===== src/rtl/fetch_prefetch_pkg.sv =====
// Shared types and constants for the prefetching fetch stage.
package fetch_pkg;

  localparam int          FETCH_XLEN = 32;
  localparam logic [31:0] NOP_INST   = 32'h0000_0013;

  // One buffered fetch result: the PC it was fetched from and the returned word.
  typedef struct packed {
    logic [FETCH_XLEN-1:0] pc;
    logic [31:0]           inst;
  } fetch_entry_t;

endpackage


===== src/rtl/fetch_prefetch_if.sv =====
// Fetch-stage bus: redirect input, instruction-memory port and decode handshake.
interface fetch_prefetch_if #(
  parameter int XLEN   = 32,
  parameter int ADDR_W = 24
);
  logic              redirect;
  logic [XLEN-1:0]   redirect_pc;
  logic              imem_req;
  logic [ADDR_W-1:0] imem_adr;
  logic [31:0]       imem_data;
  logic              inst_valid;
  logic              inst_ready;
  logic [31:0]       inst;
  logic [XLEN-1:0]   inst_pc;

  // Fetch stage side.
  modport master (
    input  redirect, redirect_pc, imem_data, inst_ready,
    output imem_req, imem_adr, inst_valid, inst, inst_pc
  );

  // Environment side: memory, decode and branch resolution.
  modport slave (
    output redirect, redirect_pc, imem_data, inst_ready,
    input  imem_req, imem_adr, inst_valid, inst, inst_pc
  );
endinterface


===== src/rtl/fetch_prefetch_fifo.sv =====
// Show-ahead queue of fetch entries with synchronous flush and occupancy count.
module fetch_fifo
  import fetch_pkg::*;
#(
  parameter int DEPTH = 4,
  parameter int CW    = $clog2(DEPTH + 1)
) (
  input  logic         clk,
  input  logic         rst_n,
  input  logic         flush,
  input  logic         wr_en,
  input  fetch_entry_t wr_data,
  input  logic         rd_en,
  output fetch_entry_t head,
  output logic         head_valid,
  output logic [CW-1:0] count
);
  localparam int PW = $clog2(DEPTH);

  fetch_entry_t  mem [DEPTH];
  logic [PW-1:0] wr_ptr, rd_ptr;

  // Pointers wrap naturally since DEPTH is a power of two; flush empties the queue.
  always_ff @(posedge clk or negedge rst_n) begin
    if (!rst_n) begin
      wr_ptr <= '0;
      rd_ptr <= '0;
      count  <= '0;
    end else if (flush) begin
      wr_ptr <= '0;
      rd_ptr <= '0;
      count  <= '0;
    end else begin
      if (wr_en) wr_ptr <= wr_ptr + PW'(1);
      if (rd_en) rd_ptr <= rd_ptr + PW'(1);
      count <= count + CW'(wr_en) - CW'(rd_en);
    end
  end

  // Storage needs no reset: the head is only consumed while count is non-zero.
  always_ff @(posedge clk) begin
    if (wr_en && !flush) mem[wr_ptr] <= wr_data;
  end

  assign head       = mem[rd_ptr];
  assign head_valid = (count != '0);

endmodule


===== src/rtl/fetch_prefetch.sv =====
// PC generator and issue control feeding a prefetch queue in front of a
// 1-cycle synchronous instruction memory.
module fetch_prefetch
  import fetch_pkg::*;
#(
  parameter int              XLEN     = 32,
  parameter int              DEPTH    = 4,
  parameter int              ADDR_W   = 24,
  parameter logic [XLEN-1:0] RESET_PC = '0
) (
  input  logic clk,
  input  logic reset,
  fetch_prefetch_if.master bus
);
  localparam int CW = $clog2(DEPTH + 1);

  logic [XLEN-1:0] fetch_pc, inflight_pc;
  logic            inflight;
  logic [CW-1:0]   count;
  logic            head_valid;
  fetch_entry_t    head, wr_entry;
  logic            pop, issue, write;
  logic [CW:0]     occ;

  // A redirect kills the handshake so the stale head is never consumed.
  assign pop   = head_valid & bus.inst_ready & ~bus.redirect;
  // Slots already committed: queued entries plus the in-flight read, minus the one leaving now.
  assign occ   = {1'b0, count} + (CW+1)'(inflight) - (CW+1)'(pop);
  // Reset gates the request so the memory port is idle while reset is held.
  assign issue = reset & ~bus.redirect & (occ < (CW+1)'(DEPTH));
  assign write = inflight & ~bus.redirect;

  assign bus.imem_req = issue;
  assign bus.imem_adr = fetch_pc[ADDR_W+1:2];

  // PC advance, in-flight tracking and redirect handling.
  always_ff @(posedge clk or negedge reset) begin
    if (!reset) begin
      fetch_pc    <= RESET_PC;
      inflight    <= 1'b0;
      inflight_pc <= '0;
    end else if (bus.redirect) begin
      fetch_pc <= {bus.redirect_pc[XLEN-1:2], 2'b00};
      inflight <= 1'b0;
    end else begin
      inflight <= issue;
      if (issue) begin
        inflight_pc <= fetch_pc;
        fetch_pc    <= fetch_pc + XLEN'(4);
      end
    end
  end

  assign wr_entry = '{pc: inflight_pc, inst: bus.imem_data};

  fetch_fifo #(.DEPTH(DEPTH), .CW(CW)) u_fifo (
    .clk        (clk),
    .rst_n      (reset),
    .flush      (bus.redirect),
    .wr_en      (write),
    .wr_data    (wr_entry),
    .rd_en      (pop),
    .head       (head),
    .head_valid (head_valid),
    .count      (count)
  );

  assign bus.inst_valid = head_valid;
  assign bus.inst       = head_valid ? head.inst : NOP_INST;
  assign bus.inst_pc    = head_valid ? head.pc   : '0;

  // Target alignment drops the low redirect bits.
  logic unused_redirect_lsb;
  assign unused_redirect_lsb = ^bus.redirect_pc[1:0];

  // Issue throttling must guarantee a free slot for every returning word.
  a_no_overflow: assert property (@(posedge clk) disable iff (!reset)
    write |-> (count < CW'(DEPTH)));

endmodule


===== src/flat_wrapper.sv =====
// flat-port wrapper written by rule: the top's interface ports become plain ports
module fetch_prefetch_flat import fetch_pkg::*;
#(
  parameter int              XLEN     = 32,
  parameter int              DEPTH    = 4,
  parameter int              ADDR_W   = 24,
  parameter logic [XLEN-1:0] RESET_PC = '0
)
  (clk, reset, bus_redirect, bus_redirect_pc, bus_imem_data, bus_inst_ready, bus_imem_req, bus_imem_adr, bus_inst_valid, bus_inst, bus_inst_pc);
  fetch_prefetch_if #(.XLEN(XLEN), .ADDR_W(ADDR_W)) bus_i ();
  input  logic clk;
  input  logic reset;
  input wire logic [$bits(bus_i.redirect)-1:0] bus_redirect;
  input wire logic [$bits(bus_i.redirect_pc)-1:0] bus_redirect_pc;
  input wire logic [$bits(bus_i.imem_data)-1:0] bus_imem_data;
  input wire logic [$bits(bus_i.inst_ready)-1:0] bus_inst_ready;
  output wire logic [$bits(bus_i.imem_req)-1:0] bus_imem_req;
  output wire logic [$bits(bus_i.imem_adr)-1:0] bus_imem_adr;
  output wire logic [$bits(bus_i.inst_valid)-1:0] bus_inst_valid;
  output wire logic [$bits(bus_i.inst)-1:0] bus_inst;
  output wire logic [$bits(bus_i.inst_pc)-1:0] bus_inst_pc;
  assign bus_i.redirect = bus_redirect;
  assign bus_i.redirect_pc = bus_redirect_pc;
  assign bus_i.imem_data = bus_imem_data;
  assign bus_i.inst_ready = bus_inst_ready;
  assign bus_imem_req = bus_i.imem_req;
  assign bus_imem_adr = bus_i.imem_adr;
  assign bus_inst_valid = bus_i.inst_valid;
  assign bus_inst = bus_i.inst;
  assign bus_inst_pc = bus_i.inst_pc;
  fetch_prefetch #(.XLEN(XLEN), .DEPTH(DEPTH), .ADDR_W(ADDR_W), .RESET_PC(RESET_PC)) u_core (.clk(clk), .reset(reset), .bus(bus_i));
endmodule

===== config.mk =====
export PLATFORM = sky130hd
export DESIGN_NAME = fetch_prefetch_flat
export DESIGN_NICKNAME = d
export VERILOG_FILES = /design/src/rtl/fetch_prefetch_pkg.sv /design/src/rtl/fetch_prefetch_if.sv /design/src/rtl/fetch_prefetch_fifo.sv /design/src/rtl/fetch_prefetch.sv /design/src/flat_wrapper.sv
export SDC_FILE = /design/constraint.sdc
export NUM_CORES = 1
export LEC_CHECK = 0
export CELL_PAD_IN_SITES_DETAIL_PLACEMENT = 1
export CELL_PAD_IN_SITES_GLOBAL_PLACEMENT = 2
export CORE_UTILIZATION = 45
export DETAILED_ROUTE_END_ITERATION = 16
export PLACE_DENSITY_LB_ADDON = 0.1
export SLEW_MARGIN = 20
export SYNTH_ARGS = -nofsm -noshare
export SYNTH_HDL_FRONTEND = slang
export SYNTH_HIERARCHICAL = 1
export SYNTH_SLANG_ARGS = --single-unit

===== constraint.sdc =====
create_clock -name clk -period 4.98 [get_ports clk]
set_input_delay 0.498 -clock clk [delete_from_list [all_inputs] [get_ports clk]]
set_output_delay 0.498 -clock clk [all_outputs]
set_load 0.01 [all_outputs]

# Word level (Yosys, flattened, before mapping)
# Memory sizes are Yosys's and may differ from the RTL's.
# Index checks and enable logic that the tools add are counted.
[classes] addsub=7 magnitude_cmp=1 mux=12 bitwise_logic=6 reduce_logical=7
[op_table] operator="32-bit 2-to-1 mux" n=4
[op_table] operator="32-bit by 3-bit adder with 32-bit output, second input constant" n=1
[op_table] operator="2-bit 2-to-1 mux" n=4
[op_table] operator="2-bit nonzero test" n=3
[op_table] operator="1-bit bitwise AND" n=5
[op_table] operator="2-bit by 1-bit adder with 2-bit output, second input constant" n=2
[op_table] operator="3-bit by 1-bit adder with 4-bit output" n=1
[op_table] operator="4-bit by 3-bit < comparator with 1-bit output, second input constant" n=1
[op_table] operator="4-bit by 1-bit subtractor with 4-bit output" n=1
[op_table] operator="3-bit by 1-bit adder with 3-bit output" n=1
[op_table] operator="1-bit 2-to-1 mux" n=3
[op_table] operator="3-bit 2-to-1 mux" n=1
[op_table] operator="3-bit nonzero test" n=1
[op_table] operator="3-bit by 1-bit subtractor with 3-bit output" n=1
[op_table] operator="2-bit AND reduction" n=1
[op_table] operator="1-bit logical AND" n=1
[op_table] operator="1-bit logical NOT" n=1
[op_table] operator="1-bit inverter" n=1
[word_totals] regBits=72 ramBits=256 inputBits=68 output_inout_bits=90 wordCells=40 mem_count=1
[memory_table] name="u_core.u_fifo.mem" depth=4 word_bits=64 rd=1 rd_ports_with_merged_regs=0 write_ports=1 line_no="fetch_prefetch_fifo.sv:20" text="fetch_entry_t mem [DEPTH];"

# Longest topological paths before layout
[depth] depth_word=8 ltp_mapped=14 depth_no_buf=10

# Cells and area by module
# Netlist, hierarchy kept.
[modules_own_cells] module="fetch_fifo" instances=1 cells_each=373 area_per_inst_um2=9694.3 seq_area_each_um2=7862.5
[modules_own_cells] module="fetch_prefetch" instances=1 cells_each=397 area_per_inst_um2=3893.7 seq_area_each_um2=1526.5

# Worst setup path before layout
# Ideal clock, no wire load.
[synth_timing] kind="flip-flop to output port" from="reg u_core.u_fifo.count[1]" to="out bus_imem_req" t_arrival_ns=3.031 required_time_ns=4.482 setup_slack_ns=1.451 stages_incl_launch_ff=14 path_buffers=3 path_cell_list="dfrtp_1 -> or3_1 -> clkbuf_1 -> and3_1 -> ha_1 -> inv_1 -> ha_1 -> and3b_1 -> nor4_4 -> o21ai_2 -> nand2b_1 -> buf_2 -> buf_6 -> inv_1"
[synth_via] elab_chain_cells=6 word_cells_on_any_way=7 cone_classes="add/sub: 2; order compare: 1; bitwise: 3; reduce/logical: 1"
[synth_rtl] item="from (decl)" line_no="fetch_prefetch_fifo.sv:16" text="output logic [CW-1:0] count"
[synth_rtl] item="from (signal assigned)" line_no="fetch_prefetch_fifo.sv:36" text="count <= count + CW'(wr_en) - CW'(rd_en);"
[synth_rtl] item="3-bit nonzero test" line_no="fetch_prefetch_fifo.sv:46" text="assign head_valid = (count != '0);"
[synth_rtl] item="via bus_inst_valid" line_no="flat_wrapper.sv:19" text="output wire logic [$bits(bus_i.inst_valid)-1:0] bus_inst_valid;"
[synth_rtl] item="1-bit bitwise AND (2 in series)" line_no="fetch_prefetch.sv:26" text="assign pop = head_valid & bus.inst_ready & ~bus.redirect;"
[synth_rtl] item="via u_core.pop" line_no="fetch_prefetch.sv:22" text="logic pop, issue, write;"
[synth_rtl] item="4-bit by 1-bit subtractor with 4-bit output" line_no="fetch_prefetch.sv:28" text="assign occ = {1'b0, count} + (CW+1)'(inflight) - (CW+1)'(pop);"
[synth_rtl] item="4-bit by 3-bit < comparator with 1-bit output" line_no="fetch_prefetch.sv:30" text="assign issue = reset & ~bus.redirect & (occ < (CW+1)'(DEPTH));"
[synth_rtl] item="1-bit bitwise AND" line_no="fetch_prefetch.sv:30"
[synth_rtl] item="to (decl)" line_no="flat_wrapper.sv:17" text="output wire logic [$bits(bus_i.imem_req)-1:0] bus_imem_req;"
# The timed path passes the listed nets, and every way through them passes these cells.

# Worst setup path after layout
[layout_timing] from="reg u_core.u_fifo.count[1]" to="out bus_imem_req"
[layout_via] elab_chain_cells=6 word_cells_on_any_way=7 cone_classes="add/sub: 2; order compare: 1; bitwise: 3; reduce/logical: 1"
[layout_rtl] item="3-bit nonzero test" line_no="fetch_prefetch_fifo.sv:46"
[layout_rtl] item="1-bit bitwise AND (2 in series)" line_no="fetch_prefetch.sv:26"
[layout_rtl] item="via u_core.pop" line_no="fetch_prefetch.sv:22"
[layout_rtl] item="4-bit by 1-bit subtractor with 4-bit output" line_no="fetch_prefetch.sv:28"
[layout_rtl] item="4-bit by 3-bit < comparator with 1-bit output" line_no="fetch_prefetch.sv:30"
[layout_rtl] item="1-bit bitwise AND" line_no="fetch_prefetch.sv:30"
# The timed path passes the listed nets, and every way through them passes these cells.

==> impl_metrics.json <==
{
  "dp.cells": 1266,
  "syn_area_per_cell_sq_um": 17.6,
  "clock-skew-final_ns": 0.0207,
  "area_growth_pct": 20.8,
  "status": "complete, no violations",
  "pin_count": 158,
  "maxSlewHeadroom": 0.298,
  "crit_path_end_kind": "output port",
  "row_count": 63,
  "multi_input_area_sq_um": 3750,
  "cts_tree": "done",
  "start_util": 0.458,
  "synth_edf_count": 256,
  "finalSetupViolCount": 0,
  "synthCells": 770,
  "ys_warn_count": 6,
  "fin_crit_sh": 0.885,
  "grt_pass1_vias": 7938,
  "drt_iter0_drc": 387,
  "worst_pin_slew_ns": 1.05,
  "n_fill_cell": 2725,
  "total_leakage_power_nw": 5.61,
  "num-nets-final": 993,
  "clk_latency_ns": 0.51,
  "rr_worst_depth": 12,
  "drv_slew": 0,
  "drv_cap": 0,
  "hp-class": "in -> reg",
  "holdPathStages": 3,
  "netlist_area_sq_um": 13600,
  "cts_buffers": 35,
  "synth-seq-area-share": 0.691,
  "ys_async_sr_fraction": 0.210,
  "layoutNonFillerInstCount": 1330,
  "wire_per_inst_microns": 21.8,
  "die_h_microns": 176,
  "final_cell_mix": "edfxtp_1, clkdlybuf4s50_1, dfrtp_1",
  "grt_max_degree": 79,
  "power_density_nw_per_um2": 478,
  "finish.utilization": 0.554,
  "vias": 7200,
  "drtPass1Iterations": 4,
  "ys_ff_latch": 324,
  "min_period_ns": 4.41,
  "critPathLaunchType": "register",
  "rsz0062_at_grt": "no",
  "hp-start": "bus_redirect",
  "diodes": 0,
  "antenna_found_initial": 0,
  "reg2reg_to": "u_core/inflight_pc[28]",
  "hold-path-endpoint": "u_core/fetch_pc[18]",
  "grt_usage": 0.193,
  "core_area_sq_um": 29600,
  "portBuffers": 155,
  "clockRootBuffer": "clkbuf_16",
  "drcViolationCount": 0,
  "place_hpwl_microns": 17200,
  "h-tree-depth": 2,
  "wl_microns": 28900,
  "fmax_mhz": 227,
  "r2r_setup_slack_ns": 1.08,
  "hold_violations": 0,
  "grt-ovfl-total": 0,
  "post-cts-setup-buffers": 0,
  "crit_fanout": 18,
  "grt_pass1_wl_microns": 45500,
  "vias_per_cell": 5.41,
  "regArea_sq_um": 9400,
  "r2r_start": "u_core/u_fifo/count[1]",
  "fin_setup_tns_ns": 0,
  "worstPathRequired_ns": 4.48,
  "power_mw": 7.84,
  "die_x_microns": 176,
  "irDropWorstVdd_mv": 0.244,
  "cts.sinks": 324,
  "arrival_ns": 3.91,
  "drive_gt1_frac": 0.171,
  "synth_ff_type": "edfxtp_1",
  "clk_pin_slew_ns": 0.06,
  "ant_nets": 0,
  "critPathKind": "reg -> out",
  "ctsLongestPathBuffers": 3,
  "final_common_cell": "edfxtp_1",
  "gp_congestion": 0.771,
  "synth_cell_types": 54,
  "dieArea_sq_um": 30900
}
routing by layer:
metal  vias up  share of wire  track usage  wire length, microns
li1       3237              -            -                     -
met1      3744           0.44        0.258                 12800
met2       172           0.50        0.330                 14600
met3        47          0.035       0.0286                  1010
met4         0          0.020       0.0562                   570
met5         -              0            0                     0
synth_stat cells, types with 5 or more instances:
cell / number / share of area
and2_1: 67 / 0.031
and3_1: 6 / 0.0028
buf_2: 7 / 0.0026
buf_4: 27 / 0.015
clkbuf_1: 21 / 0.0058
dfrtp_1: 68 / 0.13
edfxtp_1: 256 / 0.57
ha_1: 10 / 0.0092
inv_1: 13 / 0.0036
mux2_4: 27 / 0.030
mux2i_1: 5 / 0.0037
mux4_2: 64 / 0.11
nand2_1: 30 / 0.0083
nand3_1: 11 / 0.0041
nand4_1: 8 / 0.0037
nor2_1: 12 / 0.0033
nor2b_1: 14 / 0.0064
nor3_1: 7 / 0.0026
nor4_1: 6 / 0.0028
o2111ai_1: 7 / 0.0045
o211ai_1: 10 / 0.0055
o21ai_0: 20 / 0.0074
xnor2_1: 5 / 0.0032
xor2_1: 12 / 0.0077
worst max path at each step:
stage / startpoint / end / slack (ns) / depth (start not counted)
global placement: bus_inst_ready / bus_imem_req / 0.97 / 12
detailed placement: bus_inst_ready / bus_imem_req / 0.87 / 12
finish: u_core/u_fifo/count[1] / bus_imem_req / 0.57 / 12
global route: u_core/u_fifo/count[1] / bus_imem_req / 0.34 / 12
floorplan: u_core/u_fifo/count[1] / bus_imem_req / 1.45 / 13
CTS: u_core/u_fifo/count[1] / bus_imem_req / 0.51 / 12
metrics by stage:
stage	instance area, sq um	hold WS (ns)	setup WS [ns]
global placement	15300	0.491	0.969
CTS	16400	0.376	0.507
finish	16400	0.391	0.571
detailed placement	15300	0.512	0.873
global route	16400	0.390	0.341
floorplan	13600	0.202	1.45
repair_timing:
action / in CTS / in global routing
hold endpoints to repair: 5 / 0
resized for setup: 0 / 0
hold buffers: 1 / 0
cells by family after synthesis:
logic type / count (synthesis) / share of synthesized area
DFF: 324 / 0.691
buffers and inverters: 77 / 0.0360
other: 1 / 0.000276
xor gates and xnor gates: 18 / 0.0126
AOI/OAI and AO/OA: 58 / 0.0302
and+or+nand+nor: 182 / 0.0772
adders and majority gates: 11 / 0.0107
muxes: 99 / 0.142
state kept, by name (all words and copies together), names as in the netlist:
name                  cells
u_core/inflight           1
u_core/u_fifo/wr_ptr      2
u_core/fetch_pc          30
u_core/inflight_pc       30
u_core/u_fifo/rd_ptr      2
u_core/u_fifo/count       3
u_core/u_fifo/mem       256
final cells by class:
cell class | instances | area share
Clock buffer | 51 | 0.0595
Sequential cell | 324 | 0.573
Timing Repair Buffer | 163 | 0.0987
Multi-Input combinational cell | 376 | 0.229
Inverter | 14 | 0.00320
Tap cell | 390 | 0.0297
Clock inverter | 12 | 0.00778
critical path, stage by stage (launching register included):
cell	delay, ns
dfrtp_1	0.44
or3_2	0.51
and3_1	0.23
ha_1	0.21
inv_1	0.06
ha_1	0.21
and3b_1	0.21
nor4_4	0.21
buf_4	0.27
o21ai_2	0.19
nand2b_2	0.28
inv_1	0.06
clkdlybuf4s50_1	0.52
power breakdown:
part	leakage [nW]	switching [mW]	internal (mW)
combinational	1.95	0.761	1.02
clock	0.534	1.00	1.47
sequential	3.12	0.303	3.28
Note: power is estimated with default switching activity, not from simulation.
